<file path="config.mk">
export PLATFORM = sky130hd
export DESIGN_NAME = sat_narrow
export DESIGN_NICKNAME = d
export VERILOG_FILES = /design/src/rtl/sat_narrow_pkg.sv /design/src/rtl/sat_narrow_chk.sv /design/src/rtl/sat_narrow.sv
export SDC_FILE = /design/constraint.sdc
export NUM_CORES = 1
export LEC_CHECK = 0
export BUFFER_PORTS_ARGS = -buffer_cell sky130_fd_sc_hd__buf_4
export CAP_MARGIN = 0
export CORE_ASPECT_RATIO = 1.1
export CORE_MARGIN = 4
export CORE_UTILIZATION = 45
export CTS_CLUSTER_DIAMETER = 50
export CTS_CLUSTER_SIZE = 28
export DETAILED_ROUTE_END_ITERATION = 12
export HOLD_SLACK_MARGIN = 0.05
export MAX_ROUTING_LAYER = met4
export PLACE_DENSITY = 0.75
export SLEW_MARGIN = 20
export SYNTH_ARGS = -nofsm -noshare
export SYNTH_HDL_FRONTEND = slang
export SYNTH_SLANG_ARGS = --single-unit
</file>
<file path="constraint.sdc">
create_clock -name clk -period 1.7 [get_ports clk]
set_input_delay 0 -clock clk [delete_from_list [all_inputs] [get_ports clk]]
set_output_delay 0 -clock clk [all_outputs]
set_load 0.03 [all_outputs]
</file>
<file path="src/rtl/sat_narrow_pkg.sv">
// Shared constants and saturation-limit helpers for the narrowing macrocell.
// Helpers return 64-bit values; callers slice to the width they need.
package sat_narrow_pkg;

    localparam int SAT_NARROW_LAT = 2;

    function automatic logic [63:0] max_signed(input int w);
        return (64'd1 << (w - 1)) - 64'd1;
    endfunction

    function automatic logic [63:0] min_signed(input int w);
        return 64'd1 << (w - 1);
    endfunction

    function automatic logic [63:0] max_unsigned(input int w);
        return {64{1'b1}} >> (64 - w);
    endfunction

endpackage

</file>
<file path="src/rtl/sat_narrow_chk.sv">
// Range check: flags values not representable in outwidth bits and reports
// which saturation limit applies (sign bit is forced to 0 in unsigned mode).
module narrow_chk #(
    parameter int inwidth  = 32,
    parameter int outwidth = 16
) (
    input  logic [inwidth-1:0] i0,
    input  logic               signedflag,
    output logic               o_ovf,
    output logic               o_sign
);

    logic [inwidth-outwidth:0] w_top;
    logic                      w_sovf;
    logic                      w_uovf;

    // Signed values fit only when every bit from the output MSB upward is a copy of the sign.
    assign w_top  = i0[inwidth-1:outwidth-1];
    assign w_sovf = !((&w_top) || !(|w_top));

    if (inwidth > outwidth) begin : g_uchk
        assign w_uovf = |i0[inwidth-1:outwidth];
    end else begin : g_nouchk
        assign w_uovf = 1'b0;
    end

    assign o_ovf  = signedflag ? w_sovf : w_uovf;
    assign o_sign = signedflag & i0[inwidth-1];

endmodule

</file>
<file path="src/rtl/sat_narrow.sv">
// Two-stage elastic narrowing pipeline: range check in stage 1, saturate/wrap mux
// into stage 2, plus sticky overflow flag and saturating overflow event counter.
module sat_narrow
    import sat_narrow_pkg::*;
#(
    parameter int inwidth    = 32,
    parameter int outwidth   = 16,
    parameter bit signedflag = 1'b0,
    parameter bit satflag    = 1'b1,
    parameter int cntwidth   = 8
) (
    input  logic                clk,
    input  logic                reset,
    input  logic                i_valid,
    output logic                i_ready,
    input  logic [inwidth-1:0]  i0,
    output logic                o_valid,
    input  logic                o_ready,
    output logic [outwidth-1:0] o0,
    output logic                o_ovf,
    output logic                ovf_sticky,
    output logic [cntwidth-1:0] ovf_count,
    input  logic                clr
);

    if (inwidth < outwidth) begin : g_bad_width
        $fatal(1, "sat_narrow: inwidth (%0d) must be >= outwidth (%0d)", inwidth, outwidth);
    end

    localparam logic [outwidth-1:0] SAT_MAX =
        outwidth'(signedflag ? max_signed(outwidth) : max_unsigned(outwidth));
    localparam logic [outwidth-1:0] SAT_MIN = outwidth'(min_signed(outwidth));

    logic                w_chk_ovf;
    logic                w_chk_sign;
    logic                w_s1_ld;
    logic                w_s2_ld;
    logic                w_evt;
    logic [outwidth-1:0] w_s2_nxt;

    logic                r_s1_vld;
    logic [outwidth-1:0] r_s1_dat;
    logic                r_s1_ovf;
    logic                r_s1_sign;
    logic                r_s2_vld;
    logic [outwidth-1:0] r_s2_dat;
    logic                r_s2_ovf;
    logic                r_sticky;
    logic [cntwidth-1:0] r_cnt;

    narrow_chk #(
        .inwidth  (inwidth),
        .outwidth (outwidth)
    ) u_chk (
        .i0         (i0),
        .signedflag (signedflag),
        .o_ovf      (w_chk_ovf),
        .o_sign     (w_chk_sign)
    );

    // No skid buffer: a full pipe frees a slot in the same cycle the consumer takes a word.
    assign w_s2_ld = !r_s2_vld || o_ready;
    assign w_s1_ld = !r_s1_vld || w_s2_ld;
    assign i_ready = w_s1_ld;
    assign w_evt   = i_valid && w_s1_ld && w_chk_ovf;

    always_comb begin
        w_s2_nxt = r_s1_dat;
        if (satflag && r_s1_ovf) begin
            w_s2_nxt = r_s1_sign ? SAT_MIN : SAT_MAX;
        end
    end

    always_ff @(posedge clk or posedge reset) begin
        if (reset) begin
            r_s1_vld  <= 1'b0;
            r_s1_dat  <= '0;
            r_s1_ovf  <= 1'b0;
            r_s1_sign <= 1'b0;
        end else if (w_s1_ld) begin
            r_s1_vld <= i_valid;
            if (i_valid) begin
                r_s1_dat  <= i0[outwidth-1:0];
                r_s1_ovf  <= w_chk_ovf;
                r_s1_sign <= w_chk_sign;
            end
        end
    end

    always_ff @(posedge clk or posedge reset) begin
        if (reset) begin
            r_s2_vld <= 1'b0;
            r_s2_dat <= '0;
            r_s2_ovf <= 1'b0;
        end else if (w_s2_ld) begin
            r_s2_vld <= r_s1_vld;
            if (r_s1_vld) begin
                r_s2_dat <= w_s2_nxt;
                r_s2_ovf <= r_s1_ovf;
            end
        end
    end

    // A clear coinciding with an event leaves exactly that one event recorded.
    always_ff @(posedge clk or posedge reset) begin
        if (reset) begin
            r_sticky <= 1'b0;
            r_cnt    <= '0;
        end else if (clr) begin
            r_sticky <= w_evt;
            r_cnt    <= w_evt ? cntwidth'(1) : '0;
        end else if (w_evt) begin
            r_sticky <= 1'b1;
            if (!(&r_cnt)) begin
                r_cnt <= r_cnt + cntwidth'(1);
            end
        end
    end

    assign o_valid    = r_s2_vld;
    assign o0         = r_s2_dat;
    assign o_ovf      = r_s2_ovf;
    assign ovf_sticky = r_sticky;
    assign ovf_count  = r_cnt;

endmodule
</file>
==> impl_metrics.py, run 1 <==
metrics = {
    "status": {
        "status": "completed",
    },
    "power_and_ir_drop": {
        "powerDensity_nw_per_um2": 951,
        "p_int_mw": 1.98,
        "combPwrFrac_pct": 24.9,
        "p_sw_share_pct": 29.0,
        "seq_power_share_pct": 46.6,
        "power.share.clock_pct": 28.4,
        "ir_drop_v": 0.000603,
        "p_sw_mw": 0.807,
        "power_leakage_nw": 1.29,
        "finalPower_mw": 2.79,
    },
    "setup_path": {
        "cp.arrival_ns": 1.82,
        "startpoint_type": "register",
        "rr_worst_depth": 5,
        "critPathRequiredTime_ns": 1.88,
        "r2r_slack_ns": 0.06,
        "timing.rr.start": "ovf_count[1]",
        "cp-end-kind": "register",
        "timing.rr.end": "ovf_count[7]",
        "path_max_fanout": 6,
        "worstSetupPathType": "reg -> reg",
    },
    "timing": {
        "tightest_slew_ns": 0.640,
        "whs_ns": 0.177,
        "fin_crit_sh_pct": 96.5,
        "maxSlewHeadroom_pct": 57.4,
        "post-route-min-period_ns": 1.64,
        "hold_violations": 0,
        "fin_worst_skew_ns": 0.00692,
        "setup_viol": 0,
        "setup_tns_ns": 0,
        "max_freq_ghz": 0.609,
        "slew_violations": 0,
    },
    "logic_synthesis": {
        "synth_top_family_by_area": "simple AND/OR/NAND/NOR gates",
        "synthMuxAreaShare_pct": 11.7,
        "synth_cell_type_count": 31,
        "syn-cell-area_um2": 1980,
        "synth-compound-area-share_pct": 9.73,
        "synth.avg_cell_area_um2": 11.1,
        "ys_seq_elements": 45,
        "seq_area_frac_synth_pct": 56.9,
        "synthAdderAreaFrac_pct": 0.632,
        "syn_inst": 178,
        "yosys.area_share.simple_pct": 18.1,
        "synth_xor_area_share_pct": 0,
        "syn_nets": 216,
        "ys_warn_count": 0,
    },
    "finish": {
        "drive_above_1_share_pct": 43.0,
        "areaGrowthSynthToFinish_pct": 47.9,
        "diodes": 0,
        "final_nets": 309,
    },
    "drt": {
        "drt-total-wl_um": 4330,
        "vias": 1640,
        "final_antenna_net_count": 0,
        "drtIter0Drc": 86,
        "drtPass1Iterations": 4,
        "wire_per_inst_um": 13.3,
        "vias_per_cell": 5.03,
        "drcViolationCount": 0,
    },
    "worst_hold_path": {
        "worstHoldPathCells": 4,
        "holdCritStartpoint": "i0[30]",
        "whs_endpoint": "r_s1_ovf",
        "min-delay-path-class": "in -> reg",
    },
    "floorplan": {
        "start_util_pct": 46.2,
        "rows": 25,
        "die_x_um": 71.3,
        "core_area_um2": 4290,
        "die-area_um2": 5530,
        "ios": 65,
        "die_h_um": 77.6,
    },
    "place": {
        "gp_congestion": 0.771,
        "numPortBuffers": 64,
        "hpwlAfterDp_um": 2970,
    },
    "global_route": {
        "grt_max_degree": 33,
        "grt_remaining_overflow": 0,
        "grtUsageTotal_pct": 17.6,
        "grt_pass1_wl_um": 7460,
        "grt_pass1_vias": 1666,
        "antenna_found_initial": 0,
    },
    "cts": {
        "htreeDepth": 2,
        "cts_tree": "yes",
        "clockRootBuffer": "clkbuf_8",
        "path_clk_slew_ns": 0.08,
        "cts.sink_count": 45,
        "numCtsBuffers": 5,
        "clockBufferDepth": 2,
        "clk_latency_ns": 0.30,
    },
    "run": {
        "drv_cap": 0,
    },
}
[state kept, by name (all words and copies together), names as in the netlist]
register / cells
r_s1_vld: 1
o_ovf: 1
ovf_count: 8
ovf_sticky: 1
o_valid: 1
r_s1_ovf: 1
r_s1_dat: 16
o0: 16
[worst max-delay path by stage]
stage | from | end | slack (ns) | cells after the start
floorplan | ovf_count[0] | ovf_count[7] | -0.01 | 5
global placement | ovf_count[1] | ovf_count[7] | 0.04 | 5
detailed placement | ovf_count[1] | ovf_count[7] | -0.02 | 5
CTS | ovf_count[1] | ovf_count[7] | 0.03 | 5
global route | ovf_count[1] | ovf_count[7] | -0.002 | 5
finish | ovf_count[1] | ovf_count[7] | 0.06 | 5
[cell usage after synthesis (all sizes together)]
cell type	count	area (um2)
a211oi	1	7.51
a21oi	21	105
a31o	1	8.76
and2	1	6.26
and3	1	6.26
and4	2	20.0
buf	3	21.3
clkbuf	7	26.3
dfrtp	45	1130
ha	1	12.5
inv	3	11.3
mux2	20	233
nand2	5	18.8
nand2b	3	18.8
nand3	6	30.0
nand3b	1	11.3
nand4	2	12.5
nor2	35	131
nor2b	2	12.5
nor3	1	5.00
nor4	5	62.6
o211a	1	10.0
o211ai	1	12.5
o21ai	2	10.0
o21bai	1	7.51
o2bb2ai	1	8.76
o31ai	3	22.5
or4	3	22.5
[final cells by class]
cell class / instances / area (um2)
Tap cell: 54 / 67.6
Clock buffer: 6 / 72.6
Multi-Input combinational cell: 120 / 825
Fill cell: 315 / 1360
Timing Repair Buffer: 96 / 786
Inverter: 3 / 11.3
Sequential cell: 45 / 1130
Clock inverter: 2 / 38.8
[layer usage]
metal	up-vias	part of all wire, %	global-route usage, %
met4	0	1.6	6.20
met2	51	51	29.6
met5	-	0	-
met1	773	41	20.3
li1	809	-	-
met3	7	6.2	4.53
[cells in the final DEF, fill, tap and decap left out, types with 3 or more instances in the layout]
master         instances
a21oi_1               20
buf_4                 74
clkbuf_8               5
dfrtp_1               43
dlygate4sd3_1         21
mux2_2                18
nand2_1                5
nand2b_1               3
nand3_1                6
nor2_1                35
nor4_2                 5
o31ai_1                3
[power groups by stage]
stage | Combinational (mW) | Sequential, mW | Clock (mW)
final | 0.695 | 1.30 | 0.792
after floorplan | 0.239 | 1.46 | 0
after detailed placement | 0.650 | 1.32 | 0
after CTS | 0.698 | 1.30 | 0.825
after global placement | 0.640 | 1.32 | 0
after global routing | 0.755 | 1.32 | 0.861
[kinds of logic (layout without fill, tap and decap cells)]
| logic type | count (synthesis) | after routing |
|---|---|---|
| adder cells (fa/ha/maj) | 1 | 1 |
| AO/OA/AOI/OAI | 32 | 32 |
| flip-flops | 45 | 45 |
| buffers and inverters | 13 | 107 |
| multiplexers | 20 | 20 |
| AND/OR/NAND/NOR | 67 | 67 |
[through the flow]
step | std cells | setup WS [ns] | utilization, % | area [um2]
floorplan | 178 | -0.0101 | - | 2000
global placement | 293 | 0.0408 | 60.0 | 2570
detailed placement | 293 | -0.0150 | 60.0 | 2570
CTS | 324 | 0.0328 | 67.8 | 2910
global route | 326 | -0.00226 | 68.4 | 2930
finish | 326 | 0.0590 | 68.4 | 2930
[timing repair]
item | 4_1_cts | 5_1_grt
pin swaps | 2 | 2
setup endpoints to repair | 1 | 3
gates cloned | 0 | 0
resized for setup | 0 | 2
setup buffers | 2 | 2
endpoints found under the hold margin | 43 | 0
hold buffers | 21 | 0
[worst max-delay path, cell delays in order, from the launching register on]
cell	delay, ns
dfrtp_2	0.43
ha_4	0.17
nand4_1	0.13
o211ai_2	0.16
nor4_2	0.31
mux2_4	0.32
Power figures use the tool's default switching activity.
==> inputs of run 2 (changes only) <==
ABC_AREA = 1   (was not set)
==> run 2 against run 1 <==
Compared with the run above:
- total power grew 7.7%
- first-iteration DRC count shrank 5.8%
- flip-flop and latch count is the same
- core utilization shrank 2.3 points
- critical endpoint is now ovf_count[6]
- sequential power grew 6%
- highest routed layer unchanged
- hold slack lost 0.021 ns
- register-to-register slack gained 0.19 ns
- count of clock-buffer cells in the layout is the same
- die area grew 0.45%
- cell count grew 15%
- clock skew grew 0.00082 ns
==> impl_metrics.py, run 2 <==
metrics = {
    "power_and_ir_drop": {
        "ir_drop_v": 0.000624,
        "p_sw_mw": 1.03,
        "powerDensity_nw_per_um2": 1060,
        "seq_power_share_pct": 46.0,
        "combPwrFrac_pct": 32.3,
        "p_sw_share_pct": 34.5,
        "power_leakage_nw": 1.42,
        "power.share.clock_pct": 21.7,
        "p_int_mw": 1.97,
        "finalPower_mw": 3.00,
    },
    "cts": {
        "cts_tree": "yes",
        "cts_resized": 0,
        "cts.sink_count": 45,
        "clockBufferDepth": 2,
        "hold_buffers": 20,
        "postCtsSetupBuffers": 0,
        "clk_latency_ns": 0.29,
        "path_clk_slew_ns": 0.07,
        "numCtsBuffers": 5,
        "htreeDepth": 2,
        "clockRootBuffer": "clkbuf_8",
    },
    "global_route": {
        "grt_remaining_overflow": 0,
        "antenna_found_initial": 0,
        "grtUsageTotal_pct": 17.3,
        "grt_max_degree": 30,
        "grt_pass1_vias": 1726,
        "grt_pass1_wl_um": 7420,
    },
    "setup_path": {
        "critPathRequiredTime_ns": 1.88,
        "timing.rr.end": "ovf_count[6]",
        "cp-end-kind": "register",
        "slowest_delay_ns": 0.42,
        "crit_family": "simple AND/OR/NAND/NOR gates",
        "rr_worst_depth": 8,
        "cp.arrival_ns": 1.63,
        "timing.rr.start": "ovf_count[0]",
        "worstSetupPathType": "reg -> reg",
        "startpoint_type": "register",
        "path_max_fanout": 9,
        "crit_slowest_cell": "dfrtp_1",
        "crit_buf_inv": 0,
        "r2r_slack_ns": 0.25,
        "crit_chain": "ha_1 > nand2_1 > nor2_2 > nand3_1 > nand3_2 > nand2_4 > nand2_1 > nand2_1",
        "crit_top_cell": "nand2_1",
    },
    "logic_synthesis": {
        "synth.avg_cell_area_um2": 8.54,
        "yosysTopAreaCell": "dfrtp_1",
        "synth_cell_type_count": 19,
        "synth_area_leaders": "dfrtp_1 57%, nand2_1 13%, a21oi_1 5.8%",
        "ys_seq_elements": 45,
        "yosysMostFrequentCell": "nand2_1",
        "ys_warn_count": 0,
        "synth_edf_count": 0,
        "synth_top_area_share_pct": 56.6,
        "syn-cell-area_um2": 1990,
        "synth_common_cells": "70 x nand2_1, 45 x dfrtp_1, 24 x nor2_1, 23 x a21oi_1, 21 x inv_1",
        "seq_area_frac_synth_pct": 56.6,
        "synthFlopType": "dfrtp_1",
        "syn_nets": 271,
        "ys_async_sr_fraction_pct": 100,
        "syn_inst": 233,
    },
    "finish": {
        "drive_above_1_share_pct": 28.0,
        "final_cell_mix": "71 x buf_4, 70 x nand2_1, 45 x dfrtp_1",
        "layout_commonest_cell": "buf_4",
        "diodes": 0,
        "final_nets": 360,
        "areaGrowthSynthToFinish_pct": 42.1,
    },
    "floorplan": {
        "rows": 25,
        "die_x_um": 71.4,
        "start_util_pct": 46.5,
        "die-area_um2": 5550,
        "ios": 65,
        "die_h_um": 77.8,
        "core_area_um2": 4290,
    },
    "drt": {
        "drtIter0Drc": 81,
        "wire_per_inst_um": 12.0,
        "drtPass1Iterations": 4,
        "vias_per_cell": 4.73,
        "drt-total-wl_um": 4530,
        "drcViolationCount": 0,
        "final_antenna_net_count": 0,
        "vias": 1779,
    },
    "timing": {
        "hold_violations": 0,
        "fin_crit_sh_pct": 85.2,
        "maxSlewHeadroom_pct": 60.3,
        "max_freq_ghz": 0.690,
        "rsz0062_at_grt": "no",
        "setup_viol": 0,
        "post-route-min-period_ns": 1.45,
        "tightest_slew_ns": 0.595,
        "slew_violations": 0,
        "fin_worst_skew_ns": 0.00774,
        "setup_tns_ns": 0,
    },
    "worst_hold_path": {
        "worstHoldPathCells": 7,
        "min-delay-path-class": "in -> reg",
        "whs_endpoint": "ovf_sticky",
        "holdCritStartpoint": "i0[16]",
    },
    "place": {
        "gp_congestion": 0.795,
        "numPortBuffers": 64,
        "hpwlAfterDp_um": 3200,
    },
    "run": {
        "drv_cap": 0,
    },
    "status": {
        "status": "completed",
    },
}
==> run 2: cell count changes in the layout (fill, tap and decap cells not counted), sizes merged, moves of 3 or more <==
cell and delta:
mux2 -20, o31ai -3, nor2 -10, nand2b -3, buf -4, inv +19
nand2 +67, nor4 -5, nand3 +7, or4 -3, o21ai +17
==> run 2: cells by family after synthesis <==
family          share of synthesized area [%]
flops                                    56.6
simple gates                             23.2
compound gates                           11.5
xor+xnor                                 1.32
buf+inv                                  6.79
fa+ha+maj                               0.628
==> run 2: layer usage <==
| metal | GRT usage (%) | up-vias | routed length (um) |
|---|---|---|---|
| li1 | - | 908 | - |
| met1 | 21.1 | 812 | 1970 |
| met2 | 28.5 | 51 | 2250 |
| met3 | 3.37 | 8 | 235 |
| met4 | 6.02 | 0 | 68 |
| met5 | - | - | 0 |
==> run 2: cell type report <==
cell class              instances  area [um2]
multi-input cells             157         729
clock inverters                 1        7.51
fillers                       346        1460
clock buffers                   6        82.6
well taps                      54        67.6
repair buffers                 91         733
flip-flops and latches         45        1130
inverters                      22        82.6
==> run 2: stage by stage <==
stage / hold slack [ns] / utilization, % / setup WS, ns / cells / area (um2)
4_1_cts: 0.152 / 66.0 / 0.247 / 376 / 2830
6_report: 0.156 / 66.0 / 0.252 / 376 / 2830
3_5_place_dp: 0.112 / 59.2 / 0.252 / 349 / 2540
3_3_place_gp: 0.109 / 59.2 / 0.312 / 349 / 2540
5_1_grt: 0.195 / 66.0 / 0.0957 / 376 / 2830
2_1_floorplan: 0.110 / - / 0.169 / 233 / 1990
==> run 2: how the worst max path moves through the flow <==
stage | end | startpoint | cells past startpoint
floorplan | ovf_count[5] | ovf_count[0] | 8
global placement | ovf_count[3] | ovf_count[1] | 8
detailed placement | ovf_count[3] | ovf_count[0] | 8
CTS | ovf_count[3] | ovf_count[0] | 8
global route | ovf_count[4] | ovf_count[0] | 8
finish | ovf_count[6] | ovf_count[0] | 8
==> run 2: power groups by stage <==
stage	Combinational (mW)	Sequential, mW	Clock, mW
3_3_place_gp	0.922	1.39	0
6_report	0.969	1.38	0.651
4_1_cts	0.977	1.38	0.669
3_5_place_dp	0.939	1.40	0
5_1_grt	1.05	1.40	0.713
2_1_floorplan	0.305	1.64	0
==> run 2: worst min-delay path, stage by stage <==
cell     delay, ns
buf_4         0.07
nor2_1        0.03
nand2_1       0.04
nor2_1        0.04
nand2_1       0.08
nand2_1       0.09
nand2_1       0.06
==> inputs of run 3 (changes only) <==
CORE_UTILIZATION = 46   (was 45)
SYNTH_HIERARCHICAL = 1   (was not set)
==> run 3 against run 2 <==
Compared with the run above:
- flip-flop and latch count up 1
- routed wire length up 9.5%
- clock power up 3.7%
- critical path type is now in -> reg
- fmax down 3.0%
- non-clock buffer count down 2
==> impl_metrics.py, run 3 <==
metrics = {
    "setup_path": {
        "startpoint_type": "input port",
        "cp.arrival_ns": 1.69,
        "cp-end-kind": "register",
        "worstSetupPathType": "in -> reg",
        "path_max_fanout": 18,
        "critPathRequiredTime_ns": 1.90,
    },
    "cts": {
        "cts_tree": "yes",
        "htreeDepth": 2,
        "clockRootBuffer": "clkbuf_8",
        "postCtsSetupBuffers": 0,
        "clockBufferDepth": 2,
        "numCtsBuffers": 5,
        "clk_latency_ns": 0.29,
        "cts_resized": 0,
        "cts.sink_count": 46,
        "hold_buffers": 19,
        "path_clk_slew_ns": 0.08,
    },
    "finish": {
        "final_nets": 395,
        "layout_commonest_cell": "nand2_1",
        "stdcell_area_um2": 3020,
        "drive_above_1_share_pct": 26.8,
        "final_core_util_pct": 65.0,
        "diodes": 0,
        "areaGrowthSynthToFinish_pct": 37.5,
        "final_cells": 414,
        "final_cell_mix": "126 x nand2_1, 70 x buf_4, 46 x dfrtp_1",
    },
    "logic_synthesis": {
        "syn-cell-area_um2": 2200,
        "synth_cell_type_count": 25,
        "synthFlopType": "dfrtp_1",
        "synthAdderAreaFrac_pct": 0.569,
        "synth_edf_count": 0,
        "syn_inst": 269,
        "synth_xor_area_share_pct": 0.796,
        "ys_async_sr_fraction_pct": 100,
        "synthMuxAreaShare_pct": 0,
        "synth-compound-area-share_pct": 10.0,
        "synth_common_cells": "126 x nand2_1, 46 x dfrtp_1, 18 x nor2_1, 17 x inv_1, 10 x o211ai_2",
        "synth_area_leaders": "dfrtp_1 52%, nand2_1 22%, o211ai_2 5.7%",
        "ys_warn_count": 6,
        "yosys.area_share.simple_pct": 30.3,
        "synth.avg_cell_area_um2": 8.18,
        "synth_top_area_share_pct": 52.3,
        "seq_area_frac_synth_pct": 52.3,
        "synth_top_family_by_area": "simple AND/OR/NAND/NOR gates",
        "yosysMostFrequentCell": "nand2_1",
        "ys_seq_elements": 46,
        "yosysTopAreaCell": "dfrtp_1",
    },
    "run": {
        "drv_cap": 0,
    },
    "global_route": {
        "grt.met2_usage_pct": 30.9,
        "antenna_found_initial": 0,
        "grt_util_met3_pct": 3.50,
        "gr-usage-met1_pct": 23.1,
        "grt_max_degree": 35,
        "grt_pass1_vias": 1828,
        "grt_remaining_overflow": 0,
        "grtUsageTotal_pct": 18.3,
        "busiest_layer": "met2",
        "grt_pass1_wl_um": 8350,
    },
    "floorplan": {
        "die_h_um": 80.5,
        "ios": 65,
        "start_util_pct": 47.3,
        "die-area_um2": 5950,
        "core_area_um2": 4650,
        "rows": 26,
        "die_x_um": 73.9,
    },
    "timing": {
        "fin_crit_sh_pct": 87.8,
        "maxSlewHeadroom_pct": 51.7,
        "fin_worst_skew_ns": 0.00689,
        "hold_violations": 0,
        "tightest_slew_ns": 0.724,
        "post-route-min-period_ns": 1.49,
        "slew_violations": 0,
        "setup_viol": 0,
        "setup_tns_ns": 0,
        "max_freq_ghz": 0.670,
        "rsz0062_at_grt": "no",
    },
    "drt": {
        "final_antenna_net_count": 0,
        "drcViolationCount": 0,
        "drtIter0Drc": 71,
        "vias_per_cell": 4.68,
        "drtPass1Iterations": 4,
        "wire_per_inst_um": 12.0,
        "drt-total-wl_um": 4960,
        "vias": 1937,
    },
    "place": {
        "dpl_cell_area_um2": 2740,
        "dp_cells": 387,
        "gp_congestion": 0.884,
        "hpwlAfterDp_um": 3610,
        "numPortBuffers": 64,
    },
    "status": {
        "status": "completed",
    },
    "power_and_ir_drop": {
        "power_leakage_nw": 1.59,
        "powerDensity_nw_per_um2": 1120,
        "ir_drop_v": 0.000553,
    },
    "worst_hold_path": {
        "min-delay-path-class": "in -> reg",
    },
}
run 3: cell count changes after synthesis, sizes merged, moves of 9 or more:
cell,previous run,this run
a21oi,23,0
nand2,72,128
o211ai,0,16
o21ai,19,10
run 3: per-stage QoR:
stage | hold WS (ns) | power (mW) | worst slack [ns]
detailed placement | 0.0530 | 2.69 | 0.253
global placement | 0.0511 | 2.66 | 0.333
CTS | 0.0978 | 3.40 | 0.170
finish | 0.106 | 3.37 | 0.207
floorplan | 0.110 | 2.24 | 0.195
global route | 0.127 | 3.58 | 0.0289
run 3: power breakdown:
| group | internal (mW) | switching, mW |
|---|---|---|
| Sequential | 1.33 | 0.143 |
| Clock | 0.328 | 0.346 |
| Combinational | 0.488 | 0.741 |
run 3: kinds of logic after synthesis:
kind of cell	Yosys count
xor+xnor	2
other cells	1
flops	46
buf+inv	28
simple gates	165
fa+ha+maj	1
compound gates	26
run 3: layout make-up:
cell class	instances	area [um2]
Clock inverter	1	5.00
Timing Repair Buffer	89	716
Fill cell	400	1630
Tap cell	56	70.1
Sequential cell	46	1150
Clock buffer	7	86.3
Inverter	19	71.3
Multi-Input combinational cell	196	925
run 3: worst paths after layout:
| kind | from | slack, ns | endpoint | depth (start not counted) |
|---|---|---|---|---|
| setup reg to reg | o_valid | 0.26 | r_s1_ovf | 4 |
| max in group asynchronous | reset | 0.84 | r_s1_dat[10] | 4 |
| min in group asynchronous | reset | 0.28 | ovf_count[7] | 3 |
| hold / removal | i_valid | 0.11 | ovf_sticky | 3 |
| setup / recovery | o_ready | 0.21 | r_s1_ovf | 7 |
| hold reg to reg | r_s1_sign | 0.48 | r_s1_sign | 2 |
run 3: layer usage:
layer | share of wire, % | wire length [um] | vias up
li1 | - | - | 1024
met1 | 44 | 2170 | 872
met2 | 51 | 2540 | 39
met3 | 4.8 | 237 | 2
met4 | 0.16 | 8 | 0
met5 | 0 | 0 | -
run 3: worst max-delay path, stage by stage:
cell and delay (ns):
dlygate4sd3_1 0.54, buf_4 0.14, inv_1 0.08, nand3_2 0.10, nand2_1 0.13, clkinv_1 0.42
o21ai_0 0.30
